==> config.mk <==
export PLATFORM = sky130hd
export DESIGN_NAME = uart_tx_param
export DESIGN_NICKNAME = d
export VERILOG_FILES = /design/src/rtl/uart_tx_param.sv
export SDC_FILE = /design/constraint.sdc
export NUM_CORES = 1
export LEC_CHECK = 0
export BUFFER_PORTS_ARGS = -buffer_cell sky130_fd_sc_hd__buf_2
export CAP_MARGIN = 0
export CORE_UTILIZATION = 56
export DETAILED_ROUTE_END_ITERATION = 7
export PLACE_DENSITY = 0.77
export SYNTH_ARGS = -nofsm -noshare
export SYNTH_HDL_FRONTEND = slang
export SYNTH_SLANG_ARGS = --single-unit
==> constraint.sdc <==
create_clock -name clk -period 2 [get_ports clk]
set_clock_uncertainty 0.1 [all_clocks]
set_input_delay 0.2 -clock clk [delete_from_list [all_inputs] [get_ports clk]]
set_output_delay 0.2 -clock clk [all_outputs]
set_load 0.05 [all_outputs]
==> src/rtl/uart_tx_param.sv <==
// UART transmitter: start, LSB-first data, optional parity (UART_TX_PARITY_EN), 1 or 2 stop bits.
// Latency: tx falls 1 cycle after accept; tx_done pulses the cycle after the last stop bit.
// Backpressure: tx_ready low while a frame is in flight; tx_start is ignored then (no queueing).
module uart_tx_param #(
  parameter int unsigned DATA_BITS    = 8,
  parameter int unsigned CLKS_PER_BIT = 16,
  parameter int unsigned STOP_BITS    = 1
) (
  input  logic                 clk,
  input  logic                 rst_n,
  input  logic [DATA_BITS-1:0] din,
  input  logic                 tx_start,
`ifdef UART_TX_PARITY_EN
  input  logic                 parity_odd,
`endif
  output logic                 tx,
  output logic                 tx_ready,
  output logic                 tx_done
);

  localparam int unsigned CNT_W = $clog2(CLKS_PER_BIT);
  // Index is shared between data bits and stop bits; DATA_BITS >= 5 keeps it wide enough.
  localparam int unsigned IDX_W = $clog2(DATA_BITS);
  localparam logic [CNT_W-1:0] CNT_LAST  = CNT_W'(CLKS_PER_BIT - 1);
  localparam logic [IDX_W-1:0] DATA_LAST = IDX_W'(DATA_BITS - 1);
  localparam logic [IDX_W-1:0] STOP_LAST = IDX_W'(STOP_BITS - 1);

  typedef enum logic [2:0] {
    S_IDLE, S_START, S_DATA, S_PARITY, S_STOP, S_DONE
  } state_t;

  state_t               state_q, state_d;
  logic [CNT_W-1:0]     cnt_q, cnt_d;
  logic [IDX_W-1:0]     idx_q, idx_d;
  logic [DATA_BITS-1:0] shift_q, shift_d;
  logic                 tx_q, tx_d;
  logic                 ready_q, ready_d;
  logic                 done_q, done_d;
`ifdef UART_TX_PARITY_EN
  logic                 par_q, par_d;
`endif
  logic                 bit_end;

  assign bit_end = (cnt_q == CNT_LAST);

  // Outputs are computed for the next state so they can be registered without extra latency.
  always_comb begin
    state_d = state_q;
    cnt_d   = bit_end ? '0 : cnt_q + 1'b1;
    idx_d   = idx_q;
    shift_d = shift_q;
    tx_d    = tx_q;
    ready_d = 1'b0;
    done_d  = 1'b0;
`ifdef UART_TX_PARITY_EN
    par_d   = par_q;
`endif
    case (state_q)
      S_IDLE, S_DONE: begin
        state_d = S_IDLE;
        cnt_d   = '0;
        tx_d    = 1'b1;
        ready_d = 1'b1;
        if (tx_start) begin
          state_d = S_START;
          shift_d = din;
          idx_d   = '0;
          tx_d    = 1'b0;
          ready_d = 1'b0;
`ifdef UART_TX_PARITY_EN
          par_d   = (^din) ^ parity_odd;
`endif
        end
      end
      S_START: begin
        if (bit_end) begin
          state_d = S_DATA;
          tx_d    = shift_q[0];
        end
      end
      S_DATA: begin
        if (bit_end) begin
          if (idx_q == DATA_LAST) begin
`ifdef UART_TX_PARITY_EN
            state_d = S_PARITY;
            tx_d    = par_q;
`else
            state_d = S_STOP;
            tx_d    = 1'b1;
            idx_d   = '0;
`endif
          end else begin
            idx_d   = idx_q + 1'b1;
            shift_d = shift_q >> 1;
            tx_d    = shift_q[1];
          end
        end
      end
`ifdef UART_TX_PARITY_EN
      S_PARITY: begin
        if (bit_end) begin
          state_d = S_STOP;
          tx_d    = 1'b1;
          idx_d   = '0;
        end
      end
`endif
      S_STOP: begin
        if (bit_end) begin
          if (idx_q == STOP_LAST) begin
            state_d = S_DONE;
            tx_d    = 1'b1;
            ready_d = 1'b1;
            done_d  = 1'b1;
          end else begin
            idx_d   = idx_q + 1'b1;
          end
        end
      end
      default: begin
        state_d = S_IDLE;
        tx_d    = 1'b1;
        ready_d = 1'b1;
      end
    endcase
  end

  always_ff @(posedge clk) begin
    if (!rst_n) begin
      state_q <= S_IDLE;
      cnt_q   <= '0;
      idx_q   <= '0;
      shift_q <= '0;
      tx_q    <= 1'b1;
      ready_q <= 1'b1;
      done_q  <= 1'b0;
`ifdef UART_TX_PARITY_EN
      par_q   <= 1'b0;
`endif
    end else begin
      state_q <= state_d;
      cnt_q   <= cnt_d;
      idx_q   <= idx_d;
      shift_q <= shift_d;
      tx_q    <= tx_d;
      ready_q <= ready_d;
      done_q  <= done_d;
`ifdef UART_TX_PARITY_EN
      par_q   <= par_d;
`endif
    end
  end

  assign tx       = tx_q;
  assign tx_ready = ready_q;
  assign tx_done  = done_q;

endmodule
==> implementation parameters <==
Parameter                              Value

Clock network
  Library cell used as clock root buffer    sky130_fd_sc_hd__clkbuf_4
  Number of buffers added for setup after CTS    0
  Clock latency on the worst-skew pair    0.30 ns
  H-tree levels    1
  Count of instances resized after the clock tree is built    0
  Post-CTS Hold Fix Bufs    0
  TritonCTS clock tree    yes
  Longest Clk Path Bufs    2
  Clock buffers created by TritonCTS    3
  Clock sink count    21
  Clk pin slew, worst setup/hold paths    0.12 ns

Worst setup path
  Category of the worst setup path capture point    flip-flop
  Critical path startpoint category    flip-flop
  Category of the most critical setup path    flip-flop to flip-flop
  Required time worst endpoint    2.11 ns
  Worst-path fanout max    9
  Minimum setup slack among reg-to-reg paths    between 0.1 and 0.15 ns
  WP data arrival    1.97 ns

STA
  Setup repair after global routing missed its margin    no
  Final setup violation count    0
  Number of hold violations in the final report    0
  Normalized max-slew margin    65.45%
  Highest clock frequency the design can meet    around 540 MHz
  Transition time of the tightest slew-check pin    0.5151 ns
  Final clock period utilization by the worst path    roughly 93%
  Setup_tns    0 ns
  Final Max Slew Viols    0
  Time the final worst path needs with I/O delays and setup    between 1.5 and 2 ns

Power
  Static power due to leakage    0.5233 nW
  Power per unit of standard cell area    575.6 nW/um^2
  Highest ir drop seen on vdd    0.4031 mV

Synth
  Post-synth top area share    35.48%
  Cells after Synth    roughly 130
  Most area-hungry cell type in the Yosys netlist    sky130_fd_sc_hd__dfxtp_1
  Sequential element share of the synthesized area    35.48%
  Cell types with the largest area share after synthesis    sky130_fd_sc_hd__dfxtp_1 35%, sky130_fd_sc_hd__mux2i_1 8.4%, sky130_fd_sc_hd__o311a_1 5.9%, sky130_fd_sc_hd__o21ai_0 5.1%, sky130_fd_sc_hd__ha_1 4.2%
  Net count after synthesis    140
  Cell variety after synth    41
  Synth warnings    0
  Average instance area after synthesis    approximately 9.5 sq um
  Number of flip-flops and latches in the synthesized netlist    21
  Syn Std Cell Area    1185 sq um

Die
  Cell row count    16
  Die footprint    2304 sq um
  Vertical extent of the die    48 um
  Area of the core region    about 2000 sq um
  Num ports    14
  Die Width    roughly 48 um
  Effective utilization at floorplan    approximately three fifths

Routing
  Starting DRC count in detailed routing    16
  Total detailed-routing wirelength    2278 um
  Vias per cell    5.850
  Vias    977
  DRC violation count after routing    0
  DRT antenna net count    0
  Routed len/inst    13.64 um
  First drt pass iteration count    4

Layout
  Post-synthesis to final-layout area growth    10.56%
  Share of final-layout standard cells stronger than drive strength 1    about 22%
  Antenna diode count    0
  Final layout net count    156
  Filler Cell Count    165
  Post-Layout Inst Area    1310 sq um

Worst hold path
  Min-Delay Path Class    primary input to flip-flop

Global routing
  Antenna violations before repair    0
  Wire length of the first global-routing pass    3788 um
  GR Util All Layers    ~23%
  Via count of the first global-routing pass    between 800 and 900
  Pin count of the biggest net entering global routing    19
  GR Overflow Total    0

Place
  Weighted congestion at the end of routability-driven global placement    0.9384
  Port Buffer Count    13
  Placed instance area    1282 sq um
  Post-detail-place hpwl    1666 um

Outcome
  Result of the run    finished clean

Flow run
  Maximum capacitance violations    0
[critical path, stage by stage (launching register included)]
cell and delay [ns]:
sky130_fd_sc_hd__dfxtp_1 0.35, sky130_fd_sc_hd__ha_1 0.24, sky130_fd_sc_hd__and3_1 0.31, sky130_fd_sc_hd__and2_4 0.22, sky130_fd_sc_hd__or2_0 0.21, sky130_fd_sc_hd__a2111oi_2 0.34
[layer usage]
metal  routed length, um  GRT usage, %  share of wire, %
met3                  51         2.264               2.2
met2                1093         37.30                48
met4                  27         8.333               1.2
met1                1105         32.13                49
met5                   0             0                 0
[per-stage QoR]
stage / hold WS, ns / power [mW] / setup slack [ns] / util (%) / std cells
after floorplan: 0.3293 / 0.5297 / 0.2697 / - / 125
after global placement: 0.3417 / 0.5529 / 0.2528 / 64.71 / 163
after detailed placement: 0.3635 / 0.5556 / 0.1923 / 64.71 / 163
after CTS: 0.1234 / 0.7565 / 0.1449 / 66.10 / 167
after global routing: 0.1413 / 0.7813 / 0.009445 / 66.10 / 167
final: 0.1319 / 0.7540 / 0.1432 / 66.10 / 167
[flip-flops by register name (all words and copies together) (netlist names)]
signal and count:
shift_q 8, cnt_q 4, idx_q 3, state_q 3, tx 1, tx_done 1
tx_ready 1
[layout by cell type, fill, tap and decap left out, types with 2 or more instances in the layout]
cell / instances
sky130_fd_sc_hd__dfxtp_1: 21
sky130_fd_sc_hd__buf_2: 13
sky130_fd_sc_hd__o21ai_0: 12
sky130_fd_sc_hd__mux2i_1: 10
sky130_fd_sc_hd__buf_4: 8
sky130_fd_sc_hd__nand2b_1: 7
sky130_fd_sc_hd__o311a_1: 7
sky130_fd_sc_hd__nand2_1: 6
sky130_fd_sc_hd__nor3_1: 4
sky130_fd_sc_hd__ha_1: 4
sky130_fd_sc_hd__inv_1: 3
sky130_fd_sc_hd__nand3_1: 3
sky130_fd_sc_hd__xor2_1: 3
sky130_fd_sc_hd__nor3b_1: 3
sky130_fd_sc_hd__a21oi_1: 3
sky130_fd_sc_hd__clkbuf_4: 3
sky130_fd_sc_hd__xnor2_1: 2
sky130_fd_sc_hd__and3_1: 2
sky130_fd_sc_hd__nor2b_1: 2
sky130_fd_sc_hd__a211oi_1: 2
sky130_fd_sc_hd__nor4_1: 2
[worst paths after layout]
check / from / end / cells past startpoint
worst max-delay path: cnt_q[0] / state_q[0] / 5
worst min-delay path: rst_n / tx_ready / 2
worst max register to register: cnt_q[0] / state_q[0] / 5
worst min register to register: idx_q[0] / idx_q[0] / 2
[power breakdown]
group | internal, mW | leakage, nW | switching (mW)
logic | 0.0454 | 0.334 | 0.0523
registers | 0.437 | 0.172 | 0.0119
clock network | 0.0745 | 0.0177 | 0.133
total | 0.557 | 0.523 | 0.197
[logic make-up after synthesis]
family / Yosys count / share of synthesized area (%)
flip-flops: 21 / 35.48
AO/OA/AOI/OAI: 33 / 20.80
AND/OR/NAND/NOR: 39 / 21.22
multiplexers: 10 / 8.448
adder cells (fa/ha/maj): 4 / 4.224
XOR/XNOR: 5 / 3.697
buffers and inverters: 13 / 6.125
[area by class of cell]
type | instances | area [sq um] | area share (%)
Clock inverter | 1 | 5.005 | 0.3820
Inverter | 3 | 11.26 | 0.8596
Sequential cell | 21 | 420.4 | 32.09
Clock buffer | 3 | 22.52 | 1.719
Timing Repair Buffer | 21 | 125.1 | 9.551
Tap cell | 27 | 33.78 | 2.579
Multi-Input combinational cell | 91 | 691.9 | 52.82
[synth_stat cells, drive strengths merged]
cell / n
dfxtp: 21
o21ai: 12
mux2i: 10
buf: 8
nand2b: 7
o311a: 7
nand2: 6
ha: 4
nor3: 4
nor3b: 4
a211oi: 3
a21oi: 3
inv: 3
nand3: 3
nor4: 3
xor2: 3
and3: 2
clkbuf: 2
nor2b: 2
xnor2: 2
a2111oi: 1
a21boi: 1
a311oi: 1
and2: 1
nand3b: 1
nand4: 1
nand4b: 1
nor2: 1
o21a: 1
o221a: 1
o22ai: 1
o311ai: 1
o32ai: 1
or2: 1
or3: 1
or3b: 1
Power figures use the tool's default switching activity.
